$ cat src/rtl/hidden_unit_mac_if.sv
// Bus bundle for the hidden-unit MAC: start/bias, beat stream in, result out.
interface hidden_unit_mac_if #(
    parameter int unsigned WBITS = 8
);
    logic             start;
    logic [WBITS-1:0] bias;
    logic             in_valid;
    logic             in_ready;
    logic             v_bit;
    logic [WBITS-1:0] w;
    logic             out_valid;
    logic             out_ready;
    logic [15:0]      sum;
    logic             busy;

    // Producer/consumer side (streamer, sigmoid stage, or bench)
    modport master (
        output start, bias, in_valid, v_bit, w, out_ready,
        input  in_ready, out_valid, sum, busy
    );

    // MAC side
    modport slave (
        input  start, bias, in_valid, v_bit, w, out_ready,
        output in_ready, out_valid, sum, busy
    );
endinterface

$ cat src/rtl/hidden_unit_mac.sv
// Serial multiply-accumulate for one RBM hidden unit: bias + sum(v_i * w_i) over NV
// binary visible units, saturated to Q8.4 and sign-extended to a 16-bit word.
module hidden_unit_mac #(
    parameter int unsigned NV    = 16,
    parameter int unsigned WBITS = 8,
    parameter int unsigned ACC_W = 16
) (
    input logic              clk,
    input logic              rst_n,
    hidden_unit_mac_if.slave bus
);
    typedef enum logic [1:0] {StIdle, StAcc, StDone} state_t;

    localparam logic [7:0]              CntLast = 8'(NV - 1);
    localparam logic signed [ACC_W-1:0] SatHi   = ACC_W'(2047);
    localparam logic signed [ACC_W-1:0] SatLo   = ~SatHi;  // -2048

    state_t                  state_q, state_d;
    logic signed [ACC_W-1:0] acc_q, acc_d;
    logic signed [ACC_W-1:0] acc_next;
    logic signed [ACC_W-1:0] w_ext;
    logic signed [ACC_W-1:0] bias_ext;
    logic [7:0]              cnt_q, cnt_d;
    logic [15:0]             sum_q, sum_d;
    logic [15:0]             sum_sat;
    logic                    beat;

    assign w_ext    = {{(ACC_W - WBITS){bus.w[WBITS-1]}}, bus.w};
    assign bias_ext = {{(ACC_W - WBITS){bus.bias[WBITS-1]}}, bus.bias};
    assign beat     = bus.in_valid && (state_q == StAcc);

    // Status outputs decode directly from the registered state
    assign bus.in_ready  = (state_q == StAcc);
    assign bus.out_valid = (state_q == StDone);
    assign bus.busy      = (state_q != StIdle);
    assign bus.sum       = sum_q;

    // Accumulate the current beat and clamp to the 12-bit Q8.4 range
    always_comb begin
        acc_next = acc_q + (bus.v_bit ? w_ext : '0);
        if (acc_next > SatHi) begin
            sum_sat = 16'h07FF;
        end else if (acc_next < SatLo) begin
            sum_sat = 16'hF800;
        end else begin
            sum_sat = {{4{acc_next[11]}}, acc_next[11:0]};
        end
    end

    // Next-state logic: start in IDLE, NV accepted beats in ACC, hold result in DONE
    always_comb begin
        state_d = state_q;
        acc_d   = acc_q;
        cnt_d   = cnt_q;
        sum_d   = sum_q;
        unique case (state_q)
            StIdle: begin
                if (bus.start) begin
                    state_d = StAcc;
                    acc_d   = bias_ext;
                    cnt_d   = 8'd0;
                end
            end
            StAcc: begin
                if (beat) begin
                    acc_d = acc_next;
                    cnt_d = cnt_q + 8'd1;
                    if (cnt_q == CntLast) begin
                        state_d = StDone;
                        sum_d   = sum_sat;
                    end
                end
            end
            StDone: begin
                // start is deliberately ignored here, even alongside out_ready
                if (bus.out_ready) begin
                    state_d = StIdle;
                end
            end
            default: state_d = StIdle;
        endcase
    end

    // State registers with synchronous active-low reset
    always_ff @(posedge clk) begin
        if (!rst_n) begin
            state_q <= StIdle;
            acc_q   <= '0;
            cnt_q   <= '0;
            sum_q   <= '0;
        end else begin
            state_q <= state_d;
            acc_q   <= acc_d;
            cnt_q   <= cnt_d;
            sum_q   <= sum_d;
        end
    end
endmodule

$ cat src/flat_wrapper.sv
// flat-port wrapper written by rule: the top's interface ports become plain ports
module hidden_unit_mac_flat 
#(
    parameter int unsigned NV    = 16,
    parameter int unsigned WBITS = 8,
    parameter int unsigned ACC_W = 16
)
  (clk, rst_n, bus_start, bus_bias, bus_in_valid, bus_v_bit, bus_w, bus_out_ready, bus_in_ready, bus_out_valid, bus_sum, bus_busy);
  hidden_unit_mac_if #(.WBITS(WBITS)) bus_i ();
  input logic clk;
  input logic rst_n;
  input wire logic [$bits(bus_i.start)-1:0] bus_start;
  input wire logic [$bits(bus_i.bias)-1:0] bus_bias;
  input wire logic [$bits(bus_i.in_valid)-1:0] bus_in_valid;
  input wire logic [$bits(bus_i.v_bit)-1:0] bus_v_bit;
  input wire logic [$bits(bus_i.w)-1:0] bus_w;
  input wire logic [$bits(bus_i.out_ready)-1:0] bus_out_ready;
  output wire logic [$bits(bus_i.in_ready)-1:0] bus_in_ready;
  output wire logic [$bits(bus_i.out_valid)-1:0] bus_out_valid;
  output wire logic [$bits(bus_i.sum)-1:0] bus_sum;
  output wire logic [$bits(bus_i.busy)-1:0] bus_busy;
  assign bus_i.start = bus_start;
  assign bus_i.bias = bus_bias;
  assign bus_i.in_valid = bus_in_valid;
  assign bus_i.v_bit = bus_v_bit;
  assign bus_i.w = bus_w;
  assign bus_i.out_ready = bus_out_ready;
  assign bus_in_ready = bus_i.in_ready;
  assign bus_out_valid = bus_i.out_valid;
  assign bus_sum = bus_i.sum;
  assign bus_busy = bus_i.busy;
  hidden_unit_mac #(.NV(NV), .WBITS(WBITS), .ACC_W(ACC_W)) u_core (.clk(clk), .rst_n(rst_n), .bus(bus_i));
endmodule
$ cat config.mk
export PLATFORM = sky130hd
export DESIGN_NAME = hidden_unit_mac_flat
export DESIGN_NICKNAME = d
export VERILOG_FILES = /design/src/rtl/hidden_unit_mac_if.sv /design/src/rtl/hidden_unit_mac.sv /design/src/flat_wrapper.sv
export SDC_FILE = /design/constraint.sdc
export NUM_CORES = 1
export LEC_CHECK = 0
export CAP_MARGIN = 20
export CORE_ASPECT_RATIO = 0.6
export CORE_UTILIZATION = 40
export DETAILED_ROUTE_END_ITERATION = 6
export DONT_BUFFER_PORTS = 1
export HOLD_SLACK_MARGIN = 0.05
export MAX_ROUTING_LAYER = met4
export PLACE_DENSITY = 0.59
export SLEW_MARGIN = 10
export SYNTH_ARGS = -nofsm -noshare
export SYNTH_HDL_FRONTEND = slang
export SYNTH_SLANG_ARGS = --single-unit
$ cat constraint.sdc
create_clock -name clk -period 9.47 [get_ports clk]
set_input_delay 1.894 -clock clk [delete_from_list [all_inputs] [get_ports clk]]
set_output_delay 1.894 -clock clk [all_outputs]
set_load 0.05 [all_outputs]
==> results.md, run 1 <==
* Area delta synth->final at 6.08%
* Most common cell after layout, fill and taps aside: dfxtp_1
* Vias in the first global route at 1937
* Worst IR Drop VDD at 0.0000775 V
* Post-synth net total at 339
* Synth Area in Adders at 4.91%
* Global placement routability congestion at 0.861
* Num CTS Buffers at 5
* Netlist cell types at 54
* WP data arrival at approximately 5.0 ns
* Largest net degree at the start of global routing at 28
* Die footprint at 6450 µm²
* Bufs and invs on worst path at 0
* Post-synthesis sequential area ratio at 31.1%
* Req. time, crit path at 9.62 ns
* Setup Skew at 0.0110 ns
* Leak Pwr at around 1.1 nW
* Overall Power at between 0.0004 and 0.0005 W
* Detail Route Antenna Nets at 0
* Post-Place Cells at 370
* Most frequent cells in the layout: 37 x dfxtp_1, 35 x nor2_1, 28 x nand2_1
* Fin. Hold Viols at 0
* Fillcell total at 597
* Layout cells sized above 1 at 9.40%
* Placement row count at 21
* Clock Tree Buf Depth at 2
* Diodes inserted at 0
* Slowest stage delay, CP at 0.99 ns
* Post-CTS sizing at 0
* Pre-antenna DRT Iters at 4
* Starting DRT DRC Count at 218
* Largest family of logic cells by synthesized area: simple AND/OR/NAND/NOR gates
* CTS tree: done
* DR vias at about 2.1k
* Final wirelength at approximately 6300 µm
* Post-synthesis compound-gate area fraction at 24.4%
* Final core utilization at 45.3%
* Hold_buf cts at 0
* Avg Synthesized Cell Area at ~8 µm²
* Final Max Tran Viols at 0
* Post-synth EDFFs at 0
* Final WS setup at around 4.7 ns
* Root Buffer: clkbuf_8
* Final worst path period share at just over 50%
* Post-synthesis xor/xnor area fraction at 7.15%
* Synthesized area at 2450 µm²
* RSZ-0062 raised after global routing: false
* Startpoint types: input port
* Vias/cell at 5.56
* Setup CP Type: input port to register
* # setup viols final at 0
* Final routed DRC violation total at 0
* IO buf count at 0
* Slew @ Worst Pin at 1.12 ns
* Finished Layout Cells at 378
* Crit path max-delay cell type: o41ai_2
* Kind of cell adding the most delay to the critical path: compound AO/OA/AOI/OAI gates
* Htree depth at 2
* Core area at 5730 µm²
* Total Routing Usage GR at between 20% and 30%
* Clk slew on worst S/H paths at 0.09 ns
* Final Critical Period at 4.81 ns
* CP endpoint kind: register
* IO Count at 41
* Post-CTS setup buffer count at 0
* Rel. slew slack at 24.6%
* Per-cell routed wire length at 16.7 µm
* Hpwl dp at 4590 µm
* Initial antenna violation count at 0
* Fmax at 208 MHz
* Hold Crit Class: register to register
* Max_cap viols at 0
* First-pass GRT wire length at 10300 µm
* Yosys reg bits at 38
* Most used DFF post-synth: dfxtp_1
* Syn Inst Count at 308
* Mux cell area share after synthesis at 2.10%
* Yosys Warn Count at 0
* Most used cell, CP: a21oi_1
* Power Density at 168 nW/µm²
* Pre-CTS setup slack at 4.34 ns
* Worst-Skew Late Latency at 0.31 ns
* Global route total overflow at 0
* Async SR Flop Fraction at 0%
* Total negative slack at 0 ns
* Status: finished clean
* CP max FO at 11
* Clk sinks at 38
* Final Net Count at 328
* Crit path cell chain: and2_1 -> ha_1 -> a21o_1 -> a21oi_1 -> a21oi_1 -> nor2_1 -> mux2i_1 -> xnor2_1 -> o41ai_2 -> o22ai_1
* Die X at 103 µm
* Die Ht at 62.6 µm
* Initial Util at between 40% and 50%
* Synth Area in Simple Gates at 24.8%
-- logic make-up after synthesis --
group | after synthesis
XOR/XNOR | 20
AND/OR/NAND/NOR | 121
buffers and inverters | 28
flip-flops | 38
multiplexers | 5
adder cells (fa/ha/maj) | 9
AO/OA/AOI/OAI | 87
-- Yosys cell counts (all sizes together), types with 2 or more instances --
| master | number | area, µm² |
|---|---|---|
| a21boi | 2 | 18.8 |
| inv | 6 | 22.5 |
| and3 | 9 | 58.8 |
| or4 | 2 | 18.8 |
| ha | 8 | 100 |
| o211ai | 8 | 60.1 |
| mux2i | 4 | 40.0 |
| nand3 | 7 | 35.0 |
| or2 | 6 | 37.5 |
| xor2 | 8 | 70.1 |
| nor3 | 5 | 25.0 |
| a211oi | 5 | 42.5 |
| o22ai | 12 | 81.3 |
| and2 | 11 | 68.8 |
| o211a | 5 | 50.1 |
| a21o | 4 | 30.0 |
| nor2 | 35 | 131 |
| nand2 | 28 | 105 |
| clkbuf | 14 | 52.6 |
| nand4 | 2 | 12.5 |
| clkinv | 2 | 7.51 |
| or3 | 2 | 17.5 |
| nor2b | 4 | 25.0 |
| o21ai | 20 | 104 |
| nand2b | 5 | 31.3 |
| buf | 6 | 52.6 |
| a31oi | 2 | 27.5 |
| a21oi | 21 | 105 |
| xnor2 | 12 | 105 |
| a32oi | 2 | 17.5 |
| dfxtp | 38 | 761 |
-- path summary, 6_finish.rpt --
check                                        from                              end  slack (ns)  depth (start not counted)
hold / removal    u_core.bus.sum[14]$_SDFFE_PN0P_  u_core.bus.sum[14]$_SDFFE_PN0P_        0.46                          2
setup reg to reg   u_core.state_q[1]$_SDFFE_PN0P_   u_core.bus.sum[7]$_SDFFE_PN0P_        5.81                          6
setup / recovery                         bus_w[3]   u_core.bus.sum[7]$_SDFFE_PN0P_        4.66                         10
hold reg to reg   u_core.bus.sum[14]$_SDFFE_PN0P_  u_core.bus.sum[14]$_SDFFE_PN0P_        0.46                          2
-- report_power, final --
| group | leakage, nW | switching [W] | internal [W] |
|---|---|---|---|
| Combinational | 0.679 | 0.0000535 | 0.0000322 |
| Sequential | 0.311 | 0.0000100 | 0.000167 |
| Clock | 0.0683 | 0.0000679 | 0.000106 |
-- area by class of cell --
class                      count  area, µm²  area share, %
multi-input combinational    242       1550           59.8
sequential                    38        762           29.3
tap                           80        100           3.85
clock buffer                   5       68.8           2.65
clock inverter                 3       68.8           2.65
inverter                       8       30.0           1.16
timing repair buffer           2       15.0          0.578
-- state kept, by name, indices dropped and copies added (netlist names) --
name / flops
u_core.cnt_q: 8
u_core.state_q: 2
u_core.acc_q: 16
u_core.bus.sum: 12
-- worst min-delay path, cell delays in order (launching register included) --
cell and delay, ns:
dfxtp_2 0.32, nand2_1 0.05, a21oi_1 0.05
-- metrics by stage --
stage	hold slack (ns)	cell area (µm²)
finish	0.457	2600
global route	0.502	2600
CTS	0.458	2600
detailed placement	0.446	2460
global placement	0.446	2460
floorplan	0.445	2450
-- per-layer routing --
metal / global-route usage (%) / routed length [µm] / vias up
met2: 25.1 / 2240 / 61
met1: 35.1 / 3490 / 964
met4: 7.92 / 90 / 0
met5: - / 0 / -
li1: - / - / 1068
met3: 5.03 / 488 / 8
Note: power is estimated with default switching activity, not from simulation.
==> run 2: changes to the inputs <==
==> constraint.sdc (replaced) <==
create_clock -name clk -period 4.55 [get_ports clk]
set_input_delay 0.91 -clock clk [delete_from_list [all_inputs] [get_ports clk]]
set_output_delay 0.91 -clock clk [all_outputs]
set_load 0.05 [all_outputs]
==> run 2 against run 1 <==
Net effect:
- worst setup slack worse by 3.4 ns
- hold slack better by 0.00061 ns
- critical path depth is 1 higher
- die area stayed put
- critical path type unchanged
- largest cell class unchanged
- largest power group unchanged
==> results.md, run 2 (synthesis gave the netlist of run 1 again) <==
* Req. time, crit path at 4.72 ns (-4.90 ns)
* Die X at 103 µm (unchanged)
* Max_cap viols at 0 (unchanged)
* Area delta synth->final at 4.96%
* Root Buffer: clkbuf_8
* Overall Power at 0.000799 W (+83%)
* Core area at 5730 µm² (unchanged)
* RSZ-0062 raised after global routing: false
* Global route total overflow at 0 (unchanged)
* Detail Route Antenna Nets at 0 (unchanged)
* Fin. Hold Viols at 0 (unchanged)
* Diodes inserted at 0 (unchanged)
* Die Ht at 62.6 µm (unchanged)
* Rel. slew slack at 34.1% (+9.5 points)
* Per-cell routed wire length at 16.0 µm (-4.4%)
* Final hold slack at 0.457 ns (+0.000605 ns)
* Final routed DRC violation total at 0 (unchanged)
* Pre-antenna DRT Iters at 4 (unchanged)
* Post-CTS sizing at 0 (unchanged)
* Fillcell total at 594 (-0.50%)
* Largest net degree at the start of global routing at 28 (unchanged)
* Vias in the first global route at 1819 (-6.1%)
* Clock Tree Buf Depth at 2 (unchanged)
* CP max FO at 11 (unchanged)
* Multi-input gate area at 1550 µm² (unchanged)
* Num CTS Buffers at 5 (unchanged)
* Worst-Skew Late Latency at 0.30 ns (about the same)
* Final worst path period share at 71.9%
* Power Density at 311 nW/µm² (+85%)
* Htree depth at 2 (unchanged)
* Starting DRT DRC Count at 186 (-15%)
* First-pass GRT wire length at 9950 µm (-3.2%)
* Die footprint at 6450 µm² (unchanged)
* Leak Pwr at 1.05 nW (-1.0%)
* WP data arrival at 3.45 ns (-1.51 ns)
* Most common cell after layout, fill and taps aside: dfxtp_1
* Clk sinks at 38 (unchanged)
* Status: finished clean
* Initial Util at 42.7% (unchanged)
* Hold Crit Class: register to register
* Final core utilization at 44.9% (-0.48 points)
* DR vias at 2133 (+1.5%)
* Worst IR Drop VDD at 0.000103 V (+33%)
* Final Max Tran Viols at 0 (unchanged)
* Initial antenna violation count at 0 (unchanged)
* Setup Skew at 0.00833 ns (-0.00271 ns)
* Vias/cell at 5.61 (+0.99%)
* Global placement routability congestion at 0.835 (-3.0%)
* Final wirelength at 6070 µm (-3.9%)
* Post-CTS setup buffer count at 0 (unchanged)
* Startpoint types: input port
* R2R Path Start: u_core.acc_q[3]$_SDFFE_PN0P_
* CP endpoint kind: register
* Clk slew on worst S/H paths at 0.08 ns (about the same)
* Layout cells sized above 1 at 10.0% (+0.60 points)
* Hpwl dp at 4520 µm (-1.5%)
* Total negative slack at 0 ns (unchanged)
* Setup CP Type: input port to register
* Reg-to-reg setup timing slack at 1.69 ns (-4.12 ns)
* Slew @ Worst Pin at 0.986 ns (-0.132 ns)
* Fmax at 305 MHz
* Hold_sp: u_core.bus.sum[14]$_SDFFE_PN0P_
* Most frequent cells in the layout: 37 x dfxtp_1, 35 x nor2_1, 28 x nand2_1
* Critical Path Source: bus_w[3]
* Max FFs per register at 16 (unchanged)
* # setup viols final at 0 (unchanged)
* Reg with most FFs: u_core.acc_q
* IO Count at 41 (unchanged)
* Hold_buf cts at 0 (unchanged)
* Total Routing Usage GR at 20.8% (-1.1 points)
* Placement row count at 21 (unchanged)
* CTS tree: done
* IO buf count at 0 (unchanged)
* Register Area at 762 µm² (unchanged)
* Final Net Count at 330 (+0.61%)
* Final Critical Period at 3.27 ns
## run 2: cell count changes in the layout (fill, tap and decap cells not counted)
cell	change
buf_4	+2
bufinv_16	-2
clkbuf_8	+1
clkinv_2	+1
clkinv_4	-1
clkinvlp_4	+1
## run 2: cell type report
cell class	instances	area share, %
flip-flops and latches	38	29.6
multi-input cells	242	60.4
clock buffers	6	3.21
inverters	8	1.17
clock inverters	2	0.487
repair buffers	4	1.17
well taps	80	3.89
## run 2: layer usage
layer | share of wire (%) | routed length [µm] | GRT usage, %
met5 | 0 | 0 | -
met1 | 54 | 3250 | 35.1
met4 | 1.3 | 79 | 4.75
met3 | 12 | 728 | 5.15
met2 | 33 | 2010 | 22.8
## run 2: critical path, cell delays in order
cell and delay [ns]:
and2_1 0.14, ha_1 0.35, a21o_1 0.20, a21oi_1 0.17, a21oi_1 0.12, nor2_1 0.30
mux2i_1 0.39, xnor2_1 0.21, o41ai_2 0.30, buf_4 0.24, o22ai_1 0.11
## run 2: power breakdown
group / internal (W) / leakage, nW / switching [W] / total (W)
Sequential: 0.000348 / 0.311 / 0.0000203 / 0.000368
Combinational: 0.0000677 / 0.690 / 0.000111 / 0.000179
Clock: 0.000122 / 0.0472 / 0.000130 / 0.000252
## run 2: worst paths after layout
path / to / cells after the start
worst max-delay path: u_core.bus.sum[6]$_SDFFE_PN0P_ / 11
worst min-delay path: u_core.bus.sum[14]$_SDFFE_PN0P_ / 2
worst max register to register: u_core.bus.sum[6]$_SDFFE_PN0P_ / 10
worst min register to register: u_core.bus.sum[14]$_SDFFE_PN0P_ / 2
## run 2: through the flow
stage | instances | setup slack [ns] | area [µm²]
final | 380 | 1.28 | 2570
after global routing | 380 | 1.08 | 2570
after CTS | 380 | 1.31 | 2570
after detailed placement | 372 | 0.992 | 2470
after global placement | 372 | 1.06 | 2470
after floorplan | 308 | 1.20 | 2450
==> run 3: changes to the inputs <==
--- a/config.mk
+++ b/config.mk
@@ -12,7 +12,7 @@
 export DONT_BUFFER_PORTS = 1
 export HOLD_SLACK_MARGIN = 0.05
 export MAX_ROUTING_LAYER = met4
-export PLACE_DENSITY = 0.59
+export PLACE_DENSITY = 0.61
 export SLEW_MARGIN = 10
 export SYNTH_ARGS = -nofsm -noshare
 export SYNTH_HDL_FRONTEND = slang
==> constraint.sdc (replaced) <==
create_clock -name clk -period 2.9 [get_ports clk]
set_input_delay 0.58 -clock clk [delete_from_list [all_inputs] [get_ports clk]]
set_output_delay 0.58 -clock clk [all_outputs]
set_load 0.05 [all_outputs]
==> run 3 against run 2 <==
Net effect:
- final cell count rose by 4.5%
- via count rose by 1.8%
- first-iteration DRC count fell by 12%
- largest cell class unchanged
- largest power group unchanged
- highest routed layer unchanged
==> results.md, run 3 (synthesis gave the netlist of run 1 again) <==
* Status: finished clean
* Clk sinks at 38 (unchanged)
* Hold Crit Class: input port to register
* IO Count at 41 (unchanged)
* First-pass GRT wire length at 9980 µm (+0.35%)
* Die footprint at 6450 µm² (unchanged)
* Slew @ Worst Pin at 0.678 ns (-0.308 ns)
* Setup CP Type: register to register
* Die X at 103 µm (unchanged)
* Final worst path period share at 94.1%
* Starting DRT DRC Count at 164 (-12%)
* Placement row count at 21 (unchanged)
* CP max FO at 9 (-2)
* Rel. slew slack at 55.2% (+21 points)
* Max_cap viols at 0 (unchanged)
* Fillcell total at 579 (-2.5%)
* Global route total overflow at 0 (unchanged)
* Final wirelength at 6220 µm (+2.5%)
* Worst-Skew Late Latency at 0.31 ns (about the same)
* Req. time, crit path at 3.08 ns (-1.64 ns)
* Post-CTS sizing at 0 (unchanged)
* Hold Path Stages at 1 (-1)
* Reg with most FFs: u_core.acc_q
* Area delta synth->final at 11.0%
* DR vias at 2172 (+1.8%)
* Final routed DRC violation total at 0 (unchanged)
* Setup Skew at 0.0147 ns (+0.00639 ns)
* Final Max Tran Viols at 0 (unchanged)
* DP Area at 2620 µm² (+6.0%)
* Final Critical Period at between 2 and 3 ns
* Per-cell routed wire length at 15.7 µm (-1.9%)
* CTS tree: done
* RSZ-0062 raised after global routing: false
* Core area at 5730 µm² (unchanged)
* Total Routing Usage GR at 21.3% (+0.44 points)
* Vias/cell at 5.47 (-2.5%)
* Hpwl dp at 4670 µm (+3.3%)
* Multi-input gate area at 1570 µm² (+1.3%)
* Overall Power at 0.00129 W (+62%)
* Register Area at 762 µm² (unchanged)
* Final core utilization at 47.4% (+2.6 points)
* Htree depth at 2 (unchanged)
* Worst IR Drop VDD at 0.000201 V (+95%)
* Initial antenna violation count at 0 (unchanged)
* Detail Route Antenna Nets at 0 (unchanged)
* Most frequent cells in the layout: 37 x dfxtp_1, 34 x nor2_1, 28 x nand2_1
* Leak Pwr at 1.13 nW (+8.1%)
* Clk slew on worst S/H paths at 0.09 ns (about the same)
* Root Buffer: clkbuf_8
* Startpoint types: register
* Global placement routability congestion at 0.893 (+6.9%)
* Die Ht at 62.6 µm (unchanged)
* IO buf count at 0 (unchanged)
* Diodes inserted at 0 (unchanged)
* Largest net degree at the start of global routing at 28 (unchanged)
* Fin. Hold Viols at 0 (unchanged)
* Clock Tree Buf Depth at 2 (unchanged)
* Initial Util at 42.7% (unchanged)
* Hold_buf cts at 0 (unchanged)
* Fmax at 366 MHz
* Pre-antenna DRT Iters at 4 (unchanged)
* Power Density at 476 nW/µm² (+53%)
* Vias in the first global route at 1873 (+3.0%)
* WP data arrival at 2.91 ns (-0.54 ns)
* Final instance area at 2720 µm² (+5.7%)
* FF-to-FF path depth at 8 (-2)
* Final Net Count at 347 (+5.2%)
* Most common cell after layout, fill and taps aside: dfxtp_1
* Max FFs per register at 16 (unchanged)
* CP endpoint kind: register
* Post-CTS setup buffer count at 0 (unchanged)
* # setup viols final at 0 (unchanged)
* Layout cells sized above 1 at 16.1% (+6.1 points)
* Num CTS Buffers at 5 (unchanged)
[run 3: changes by cell type in the layout (fill, tap and decap cells not counted)]
| cell | before | now |
|---|---|---|
| buf_4 | 4 | 21 |
| and2_1 | 11 | 10 |
| and2_4 | 0 | 1 |
| fa_1 | 1 | 0 |
| fa_2 | 0 | 1 |
| ha_1 | 8 | 7 |
| ha_4 | 0 | 1 |
| nor2_1 | 35 | 34 |
| nor2_2 | 0 | 1 |
[run 3: final cells by class]
class                      instances  share of cell area [%]
clock buffer                       6                    3.04
multi-input combinational        242                    57.9
timing repair buffer              21                    5.80
clock inverter                     2                   0.460
sequential                        38                    28.0
tap                               80                    3.68
inverter                           8                    1.10
[run 3: through the flow]
stage / hold slack (ns) / cells / setup TNS (ns) / setup WS, ns
3_3_place_gp: 0.443 / 389 / -0.974 / -0.0927
2_1_floorplan: 0.445 / 308 / -0.0949 / -0.0106
6_report: 0.406 / 397 / 0 / 0.171
3_5_place_dp: 0.447 / 389 / -1.05 / -0.105
4_1_cts: 0.395 / 397 / 0 / 0.181
5_1_grt: 0.394 / 397 / 0 / 0.0186
[run 3: where the power goes]
group          leakage, nW  total [W]  switching, W  internal [W]
logic                0.774   0.000324      0.000188      0.000135
registers            0.311   0.000571     0.0000253      0.000546
clock network       0.0472   0.000400      0.000208      0.000191
[run 3: final timing paths]
kind                              startpoint                              end  slack [ns]
max             u_core.acc_q[7]$_SDFFE_PN0P_  u_core.bus.sum[10]$_SDFFE_PN0P_        0.17
max reg2reg     u_core.acc_q[7]$_SDFFE_PN0P_  u_core.bus.sum[10]$_SDFFE_PN0P_        0.17
min reg2reg  u_core.bus.sum[14]$_SDFFE_PN0P_  u_core.bus.sum[14]$_SDFFE_PN0P_        0.46
min                                    rst_n     u_core.acc_q[5]$_SDFFE_PN0P_        0.41
[run 3: worst max-delay path: stages (launching register included)]
cell,delay (ns)
dfxtp_1,0.32
or3_4,0.40
or4_4,0.44
or4_1,0.49
or2_1,0.25
a21boi_2,0.17
nor2_1,0.10
a31oi_4,0.30
o22ai_2,0.12
[run 3: layer usage]
layer,routed length [µm],track usage [%]
met3,594,5.26
met4,72,6.87
met5,0,-
met2,2070,22.8
met1,3490,35.5
